<file path="config.mk">
export PLATFORM = sky130hd
export DESIGN_NAME = inst_fetch_queue_flat
export DESIGN_NICKNAME = d
export VERILOG_FILES = /design/src/rtl/inst_fetch_queue_pkg.sv /design/src/rtl/inst_fetch_queue_if.sv /design/src/rtl/inst_fetch_queue_sync_fifo.sv /design/src/rtl/inst_fetch_queue.sv /design/src/flat_wrapper.sv
export SDC_FILE = /design/constraint.sdc
export NUM_CORES = 1
export LEC_CHECK = 0
export ABC_AREA = 1
export CAP_MARGIN = 20
export CORE_MARGIN = 2
export CORE_UTILIZATION = 42
export CTS_BUF_LIST = sky130_fd_sc_hd__clkbuf_2 sky130_fd_sc_hd__clkbuf_4 sky130_fd_sc_hd__clkbuf_8
export DETAILED_ROUTE_END_ITERATION = 10
export GPL_TIMING_DRIVEN = 0
export PLACE_DENSITY = 0.63
export RECOVER_POWER = 25
export SLEW_MARGIN = 20
export SYNTH_ARGS = -nofsm -noshare
export SYNTH_HDL_FRONTEND = slang
export SYNTH_SLANG_ARGS = --single-unit
</file>
<file path="constraint.sdc">
create_clock -name clk -period 6.72 [get_ports clk]
set_clock_uncertainty 0.1 [all_clocks]
set_input_delay 0.672 -clock clk [delete_from_list [all_inputs] [get_ports clk]]
set_output_delay 0.672 -clock clk [all_outputs]
set_load 0.005 [all_outputs]
</file>
<file path="src/rtl/inst_fetch_queue_pkg.sv">
// Shared constants for the instruction-fetch front end.
package inst_fetch_queue_pkg;

  localparam int WORD_WIDTH = 32;
  localparam logic [WORD_WIDTH-1:0] ZERO_WORD = '0;
  localparam logic [WORD_WIDTH-1:0] FETCH_RESET_PC = 32'hBFC0_0000;
  localparam int INST_BYTES = 4;

  function automatic int countWidth(input int depth);
    return $clog2(depth) + 1;
  endfunction

endpackage

</file>
<file path="src/rtl/inst_fetch_queue_if.sv">
// Fetch front-end bundle: redirect, IF/ID dequeue, SRAM request/return, occupancy.
interface inst_fetch_queue_if #(
  parameter int ADDR_W = 32,
  parameter int DATA_W = 32,
  parameter int DEPTH  = 4
);
  logic              redirect_valid;
  logic [ADDR_W-1:0] redirect_pc;
  logic              deq_ready;
  logic              out_valid;
  logic [DATA_W-1:0] out_instr;
  logic [ADDR_W-1:0] out_pc;
  logic              inst_sram_en;
  logic [ADDR_W-1:0] inst_sram_addr;
  logic [DATA_W-1:0] inst_sram_rdata;
  logic [$clog2(DEPTH):0] count;

  modport master (
    input  redirect_valid, redirect_pc, deq_ready, inst_sram_rdata,
    output out_valid, out_instr, out_pc, inst_sram_en, inst_sram_addr, count
  );

  modport slave (
    output redirect_valid, redirect_pc, deq_ready, inst_sram_rdata,
    input  out_valid, out_instr, out_pc, inst_sram_en, inst_sram_addr, count
  );
endinterface

</file>
<file path="src/rtl/inst_fetch_queue_sync_fifo.sv">
// Register-based FIFO with flush; the head is read straight from registered storage.
module sync_fifo #(
  parameter int WIDTH = 64,
  parameter int DEPTH = 4,
  localparam int PTR_W = $clog2(DEPTH),
  localparam int CNT_W = PTR_W + 1
) (
  input  logic             clk,
  input  logic             rst,
  input  logic             push,
  input  logic [WIDTH-1:0] pushData,
  input  logic             pop,
  input  logic             flush,
  output logic [WIDTH-1:0] headData,
  output logic             headValid,
  output logic [CNT_W-1:0] count
);
  logic [WIDTH-1:0] mem [DEPTH];
  logic [PTR_W-1:0] wrPtr, rdPtr;
  logic full;

  assign full      = (count == CNT_W'(DEPTH));
  assign headValid = (count != '0);
  assign headData  = mem[rdPtr];

  always_ff @(posedge clk or posedge rst) begin
    if (rst) begin
      wrPtr <= '0;
      rdPtr <= '0;
      count <= '0;
    end else if (flush) begin
      wrPtr <= '0;
      rdPtr <= '0;
      count <= '0;
    end else begin
      if (push) wrPtr <= wrPtr + 1'b1;
      if (pop)  rdPtr <= rdPtr + 1'b1;
      count <= count + CNT_W'(push) - CNT_W'(pop);
    end
  end

  always_ff @(posedge clk) begin
    if (push && !flush) mem[wrPtr] <= pushData;
  end

  // The fetch credit scheme must never let a return land on a full queue.
  noPushWhenFull: assert property (@(posedge clk) disable iff (rst) !(push && full && !flush));

endmodule

</file>
<file path="src/rtl/inst_fetch_queue.sv">
// Fetch PC, credit-limited SRAM issue, fixed-latency return pipe and the output FIFO.
module inst_fetch_queue
  import inst_fetch_queue_pkg::*;
#(
  parameter int ADDR_W   = 32,
  parameter int DATA_W   = 32,
  parameter int DEPTH    = 4,
  parameter int SRAM_LAT = 1,
  parameter logic [ADDR_W-1:0] RESET_PC = ADDR_W'(FETCH_RESET_PC)
) (
  input logic clk,
  input logic rst,
  inst_fetch_queue_if.master bus
);
  localparam int CNT_W    = countWidth(DEPTH);
  localparam int CREDIT_W = CNT_W + 2;

  logic [ADDR_W-1:0]   fpc;
  logic [SRAM_LAT-1:0] pipeValid;
  logic [ADDR_W-1:0]   pipePc [SRAM_LAT];
  logic [CNT_W-1:0]    fifoCount;
  logic                fifoValid;
  logic [ADDR_W+DATA_W-1:0] headData;
  logic [CREDIT_W-1:0] inflight, creditUsed;
  logic deqFire, issue, push;

  always_comb begin
    inflight = '0;
    for (int i = 0; i < SRAM_LAT; i++) inflight = inflight + CREDIT_W'(pipeValid[i]);
  end

  // In-flight reads are counted as already occupying a FIFO slot.
  assign deqFire    = fifoValid & bus.deq_ready;
  assign creditUsed = inflight + CREDIT_W'(fifoCount) - CREDIT_W'(deqFire);
  assign issue      = ~rst & ~bus.redirect_valid & (creditUsed < CREDIT_W'(DEPTH));
  assign push       = pipeValid[SRAM_LAT-1] & ~bus.redirect_valid;

  always_ff @(posedge clk or posedge rst) begin
    if (rst)                     fpc <= RESET_PC;
    else if (bus.redirect_valid) fpc <= bus.redirect_pc;
    else if (issue)              fpc <= fpc + ADDR_W'(INST_BYTES);
  end

  always_ff @(posedge clk or posedge rst) begin
    if (rst) begin
      pipeValid <= '0;
      for (int i = 0; i < SRAM_LAT; i++) pipePc[i] <= ADDR_W'(ZERO_WORD);
    end else begin
      pipeValid[0] <= issue;
      pipePc[0]    <= fpc;
      for (int i = 1; i < SRAM_LAT; i++) begin
        pipeValid[i] <= pipeValid[i-1] & ~bus.redirect_valid;
        pipePc[i]    <= pipePc[i-1];
      end
    end
  end

  sync_fifo #(.WIDTH(ADDR_W + DATA_W), .DEPTH(DEPTH)) uFifo (
    .clk      (clk),
    .rst      (rst),
    .push     (push),
    .pushData ({pipePc[SRAM_LAT-1], bus.inst_sram_rdata}),
    .pop      (deqFire),
    .flush    (bus.redirect_valid),
    .headData (headData),
    .headValid(fifoValid),
    .count    (fifoCount)
  );

  assign bus.out_valid      = fifoValid;
  assign bus.out_pc         = headData[ADDR_W+DATA_W-1:DATA_W];
  assign bus.out_instr      = headData[DATA_W-1:0];
  assign bus.count          = fifoCount;
  assign bus.inst_sram_en   = issue;
  assign bus.inst_sram_addr = fpc;

endmodule

</file>
<file path="src/flat_wrapper.sv">
// flat-port wrapper written by rule: the top's interface ports become plain ports
module inst_fetch_queue_flat import inst_fetch_queue_pkg::*;
#(
  parameter int ADDR_W   = 32,
  parameter int DATA_W   = 32,
  parameter int DEPTH    = 4,
  parameter int SRAM_LAT = 1,
  parameter logic [ADDR_W-1:0] RESET_PC = ADDR_W'(FETCH_RESET_PC)
)
  (clk, rst, bus_redirect_valid, bus_redirect_pc, bus_deq_ready, bus_inst_sram_rdata, bus_out_valid, bus_out_instr, bus_out_pc, bus_inst_sram_en, bus_inst_sram_addr, bus_count);
  inst_fetch_queue_if #(.ADDR_W(ADDR_W), .DATA_W(DATA_W), .DEPTH(DEPTH)) bus_i ();
  input logic clk;
  input logic rst;
  input wire logic [$bits(bus_i.redirect_valid)-1:0] bus_redirect_valid;
  input wire logic [$bits(bus_i.redirect_pc)-1:0] bus_redirect_pc;
  input wire logic [$bits(bus_i.deq_ready)-1:0] bus_deq_ready;
  input wire logic [$bits(bus_i.inst_sram_rdata)-1:0] bus_inst_sram_rdata;
  output wire logic [$bits(bus_i.out_valid)-1:0] bus_out_valid;
  output wire logic [$bits(bus_i.out_instr)-1:0] bus_out_instr;
  output wire logic [$bits(bus_i.out_pc)-1:0] bus_out_pc;
  output wire logic [$bits(bus_i.inst_sram_en)-1:0] bus_inst_sram_en;
  output wire logic [$bits(bus_i.inst_sram_addr)-1:0] bus_inst_sram_addr;
  output wire logic [$bits(bus_i.count)-1:0] bus_count;
  assign bus_i.redirect_valid = bus_redirect_valid;
  assign bus_i.redirect_pc = bus_redirect_pc;
  assign bus_i.deq_ready = bus_deq_ready;
  assign bus_i.inst_sram_rdata = bus_inst_sram_rdata;
  assign bus_out_valid = bus_i.out_valid;
  assign bus_out_instr = bus_i.out_instr;
  assign bus_out_pc = bus_i.out_pc;
  assign bus_inst_sram_en = bus_i.inst_sram_en;
  assign bus_inst_sram_addr = bus_i.inst_sram_addr;
  assign bus_count = bus_i.count;
  inst_fetch_queue #(.ADDR_W(ADDR_W), .DATA_W(DATA_W), .DEPTH(DEPTH), .SRAM_LAT(SRAM_LAT), .RESET_PC(RESET_PC)) u_core (.clk(clk), .rst(rst), .bus(bus_i));
endmodule
</file>
==> results of run 1 <==
power groups by stage:
stage	clock, mW	combinational (mW)	sequential [mW]
3_3_place_gp	0	1.37	2.64
5_1_grt	1.80	1.54	2.62
6_report	1.68	1.39	2.60
2_1_floorplan	0	0.650	2.57
4_1_cts	1.72	1.42	2.60
3_5_place_dp	0	1.42	2.64
layout make-up:
| class | instances | share of cell area |
|---|---|---|
| clock inverters | 25 | 0.01133 |
| clock buffers | 68 | 0.05090 |
| inverters | 38 | 0.008794 |
| plain buffers | 54 | 0.01476 |
| multi-input cells | 689 | 0.1982 |
| repair buffers | 181 | 0.1207 |
| well taps | 396 | 0.02951 |
| flip-flops and latches | 328 | 0.5658 |
kinds of logic (layout without fill, tap and decap cells):
logic type / count (synthesis) / count (layout) / share of synthesized area
flops: 328 / 328 / 0.7203
simple gates: 458 / 458 / 0.1467
fa+ha+maj: 11 / 11 / 0.01100
compound gates: 213 / 213 / 0.08765
xor+xnor: 7 / 7 / 0.004648
buf+inv: 92 / 366 / 0.02979
worst register-to-register path, delay by kind of cell (launching register included):
family	cells	cell delay [ns]
DFF	1	0.49
buffers and inverters	3	0.22
adders and majority gates	3	0.84
AOI/OAI and AO/OA	3	0.72
flip-flops by register name (all words and copies together) (netlist names):
name / flops
u_core.bus.inst_sram_addr: 32
u_core.uFifo.wrPtr: 2
u_core.pipeValid: 1
u_core.uFifo.count: 3
u_core.uFifo.rdPtr: 2
u_core.pipePc: 32
u_core.uFifo.mem: 256
path summary, 6_finish.rpt:
check	startpoint	endpoint	slack, ns	depth (start not counted)
worst max-delay path	rst	bus_inst_sram_en	2.97	7
worst min-delay path	u_core.bus.inst_sram_addr[1]$_DFFE_PP0P_	u_core.pipePc[1]$_DFF_PP0_	0.31	0
worst max register to register	u_core.uFifo.count[1]$_DFF_PP0_	u_core.uFifo.count[2]$_DFF_PP0_	4.26	9
worst min register to register	u_core.bus.inst_sram_addr[1]$_DFFE_PP0P_	u_core.pipePc[1]$_DFF_PP0_	0.31	0
max in group asynchronous	rst	u_core.bus.inst_sram_addr[22]$_DFFE_PP1P_	5.51	3
min in group asynchronous	rst	u_core.pipePc[31]$_DFF_PP0_	0.40	2
Yosys cell counts (10+ instances only):
cell      number  share of area
clkbuf_1      39          0.011
dfrtp_1       63           0.12
o22ai_1       64          0.030
o21ai_0      143          0.054
nand2_1      199          0.057
inv_1         35          0.010
edfxtp_1     256           0.58
nand3_1       47          0.018
nor2_1       173          0.049
nand3b_1      11         0.0063
ha_1          10         0.0095
per-stage QoR:
step           power [mW]  utilization  hold WS [ns]  std cells  area (sq um)
6_report            5.671       0.5460        0.3098       1779         16790
5_1_grt             5.962       0.5460        0.3285       1779         16790
4_1_cts             5.744       0.5460        0.3101       1779         16790
3_5_place_dp        4.055       0.5120        0.2975       1686         15750
3_3_place_gp        4.016       0.4994        0.2928       1672         15360
2_1_floorplan       3.222            -        0.2961       1109         13190
per-layer routing:
metal / GRT usage / wire length, um / up-vias
met3: 0.03588 / 2078 / 54
met2: 0.3269 / 15370 / 318
li1: - / - / 4388
met4: 0.05398 / 571 / 0
met1: 0.2667 / 14190 / 4356
met5: 0 / 0 / -
==> flow_metrics.tcl, run 1 <==
set metrics [dict create \
    outcome "complete, no violations" \
    worstPathArrival_ns 2.98 \
    final_hold_viol_count 0 \
    p_seq_frac 0.458 \
    wl_per_cell_um 18.11 \
    max_freq_mhz 266.4 \
    ios 169 \
    grt_setup_unrepaired "false" \
    grt_pass1_vias 8977 \
    initial_core_util 0.4290 \
    grt-ovfl-total 0 \
    p_int_mw 4.009 \
    drive_gt1_frac 0.1034 \
    cpLargestDelayFamily "buffers and inverters" \
    cts_tree "done" \
    final_cell_mix "256 x edfxtp_1, 199 x nand2_1, 169 x nor2_1" \
    synth.ff_latch_count 328 \
    yosysSeqAreaShare 0.7203 \
    syn-num-nets 1188 \
    relSlewSlack 0.5276 \
    fin_crit_ns 3.753 \
    clk_latency_ns 0.56 \
    path_clk_slew_ns 0.06 \
    avgSynthCellArea_sq_um 11.89 \
    path_buf_inv 5 \
    ys.flop_type "edfxtp_1" \
    switching_power_mw 1.662 \
    cap_viol_max_count 0 \
    place_congestion 0.9547 \
    postCtsHoldBufs 0 \
    root_buffer "clkbuf_8" \
    clkPwrFrac 0.296 \
    post_cts_resized 0 \
    power_density_mw_per_mm2 337.8 \
    finalSetupTns_ns 0 \
    leakage_nw 6.100 \
    switching_share 0.2931 \
    startpoint_type "input pin" \
    p_comb_frac 0.246 \
    cts.path.max_buffers 3 \
    async_reset_ff_frac 0.2195 \
    max_stage_delay_ns 0.51 \
    die_w_um 181.2 \
    synth_warnings 0 \
    cts_setup_buffers 0 \
    port_buffers 167 \
    crit_chain "clkdlybuf4s50_1 > inv_4 > buf_12 > nand3_2 > nor2_4 > buf_6 > clkdlybuf4s50_1" \
    critPathMaxFanout 38 \
    nFillCells 2632 \
    dpl.hpwl_mm 21.69 \
    vias_per_cell 5.124 \
    antenna_found_initial 0 \
    drtPass1Iterations 5 \
    insertedDiodeCount 0 \
    grt_pass1_wl_mm 49.80 \
    tightest_slew_ns 0.7086 \
    area_growth_pct 27.29 \
    final_antenna_net_count 0 \
    setup_violations 0 \
    cts.sinks 328 \
    grt_max_degree 39 \
    synthDistinctLibCells 31 \
    vdd_drop_max_v 0.0001467 \
    nNetsFinal 1422 \
    path_class "in -> out" \
    fin_ws_ns 2.967 \
    dieHeight_um 181.2 \
    worstSetupEndpointType "primary output" \
    core_sq_mm 0.03075 \
    synth_area_sq_mm 0.01319 \
    period_share 0.5585 \
    cts_buffers 51 \
    drt-initial-drc-count 653 \
    final_common_cell "edfxtp_1" \
    track_usage 0.1966 \
    drc 0 \
    route.vias.total 9116 \
    multi_input_area_sq_mm 0.003327 \
    cp_common_cell "clkdlybuf4s50_1" \
    slew_violations 0 \
    syn_inst 1109 \
    layout.area.seq_sq_mm 0.009500 \
    die_area_sq_mm 0.03284 \
    worstHoldPathType "reg -> reg" \
    htreeDepth 2 \
    rows 64 \
    worst_ep_required_time_ns 5.95 \
    drt_wl_total_mm 32.22 \
    post-place-ws_ns 2.912 \
    synth-edff-count 256 \
    crit_slowest_cell "clkdlybuf4s50_1" \
]
Note: power is estimated with default switching activity, not from simulation.
==> run 2, diff against run 1 <==
Settings changed: PLACE_DENSITY 0.63 to 0.66.
Clock period 6.72 ns to 3.11 ns, I/O delays scaled along.
==> run 2 against run 1 <==
- clock power is 110% higher
- combinational power is 120% higher
- clock-buffer cell count is 12 higher
- power is 120% higher
- worst setup slack worse by 2.9 ns
- register-to-register slack worse by 3.7 ns
- critical path type is now reg -> out
- largest power group unchanged
==> flow_metrics.tcl, run 2 (same netlist as run 1, synthesis figures left out) <==
set metrics [dict create \
    root_buffer "clkbuf_8" \
    drt_wl_total_mm 32.32 \
    worstHoldPathType "in -> reg" \
    largest_register "u_core.uFifo.mem" \
    track_usage 0.1976 \
    relSlewSlack 0.4837 \
    cts_buffers 54 \
    place_congestion 0.9442 \
    drt-initial-drc-count 589 \
    largest_reg_flops 256 \
    setup_violations 0 \
    max_freq_mhz 329.8 \
    final_hold_viol_count 0 \
    cts_tree "done" \
    worstReg2RegStart "u_core.uFifo.count[1]$_DFF_PP0_" \
    path_clk_slew_ns 0.06 \
    critPathMaxFanout 2 \
    core_sq_mm 0.03075 \
    area_growth_pct 28.02 \
    power_density_mw_per_mm2 728.5 \
    worst_ep_required_time_ns 2.70 \
    dieHeight_um 181.2 \
    drc 0 \
    leakage_nw 6.212 \
    period_share 0.9749 \
    dpl.hpwl_mm 21.53 \
    final_cell_mix "256 x edfxtp_1, 199 x nand2_1, 168 x nor2_1" \
    path_class "reg -> out" \
    tightest_slew_ns 0.7745 \
    clk_latency_ns 0.57 \
    slew_violations 0 \
    antenna_found_initial 0 \
    ios 169 \
    vdd_drop_max_v 0.0003223 \
    startpoint_type "flop" \
    vias_per_cell 5.144 \
    nNetsFinal 1429 \
    htreeDepth 2 \
    grt_max_degree 50 \
    fin_area_sq_mm 0.01689 \
    fin_crit_ns 3.032 \
    drtPass1Iterations 5 \
    cts.path.max_buffers 3 \
    worstSetupEndpointType "primary output" \
    hp-start "bus_redirect_valid" \
    dpl-instance-area_sq_mm 0.01569 \
    die_area_sq_mm 0.03284 \
    wl_per_cell_um 18.07 \
    crit_path_start "u_core.uFifo.count[0]$_DFF_PP0_" \
    initial_core_util 0.4290 \
    die_w_um 181.2 \
    cts.sinks 328 \
    cap_viol_max_count 0 \
    port_buffers 167 \
    grt_pass1_vias 9300 \
    rows 64 \
    drive_gt1_frac 0.1352 \
    route.vias.total 9197 \
    dp_cells 1684 \
    worstPathArrival_ns 2.62 \
    grt-ovfl-total 0 \
    final_common_cell "edfxtp_1" \
    grt_pass1_wl_mm 50.56 \
    final_cells 1788 \
    final_antenna_net_count 0 \
    outcome "complete, no violations" \
    grt_setup_unrepaired "true" \
]
==> run 2: stage by stage <==
stage	util	TNS (ns)	worst slack, ns	hold slack (ns)	total power, mW
after floorplan	-	-202.09	-0.7919	0.2961	6.962
after global placement	0.4994	-810.96	-3.013	0.2914	8.658
after detailed placement	0.5103	0	0.1004	0.2940	8.731
after CTS	0.5481	0	0.005682	0.04007	12.41
after global routing	0.5491	-0.3432	-0.04346	0.09704	12.94
final	0.5492	0	0.07800	0.07537	12.30
==> run 2: power by group <==
group | internal, mW | switching (mW) | leakage (nW)
registers | 5.21 | 0.414 | 3.19
logic | 1.50 | 1.61 | 2.46
clock network | 1.98 | 1.58 | 0.560
==> run 2: worst paths after layout <==
| kind | endpoint | slack, ns | cells after the start |
|---|---|---|---|
| setup / recovery | bus_inst_sram_en | 0.08 | 9 |
| hold / removal | u_core.bus.inst_sram_addr[9]$_DFFE_PP0P_ | 0.08 | 4 |
| setup reg to reg | u_core.uFifo.count[2]$_DFF_PP0_ | 0.55 | 9 |
| hold reg to reg | u_core.pipePc[1]$_DFF_PP0_ | 0.30 | 0 |
| max in group asynchronous | u_core.uFifo.rdPtr[0]$_DFFE_PP0P_ | 2.03 | 3 |
| min in group asynchronous | u_core.bus.inst_sram_addr[31]$_DFFE_PP1P_ | 0.31 | 2 |
==> run 2: layout make-up <==
| type | instances | area (sq um) |
|---|---|---|
| fill | 2617 | 13860 |
| sequential | 328 | 9503 |
| multi-input combinational | 689 | 3366 |
| timing repair buffer | 185 | 2017 |
| clock buffer | 80 | 969.7 |
| tap | 396 | 495.5 |
| buffer | 54 | 311.5 |
| inverter | 38 | 146.4 |
| clock inverter | 17 | 75.07 |
| antenna | 1 | 2.502 |
==> run 2: layer usage <==
| layer | part of all wire | global-route usage |
|---|---|---|
| met1 | 0.44 | 0.2648 |
| met3 | 0.061 | 0.03588 |
| met4 | 0.018 | 0.05171 |
| met5 | 0 | 0 |
| met2 | 0.48 | 0.3333 |
==> run 2: what timing repair did <==
action | CTS | global route
hold endpoints to repair | 20 | 0
setup buffers | 3 | 2
endpoints found under the setup margin | 65 | 44
hold buffers | 1 | 0
pin swaps | 1 | 6
resized for setup | 35 | 19
==> run 2: critical path, stage by stage, from the launching register on <==
cell and delay (ns):
dfrtp_2 0.41, ha_1 0.22, ha_1 0.28, nor2_2 0.16, nand3_2 0.10, nand2_4 0.09
nand2_2 0.06, nor2_4 0.12, buf_6 0.12, clkdlybuf4s50_1 0.50
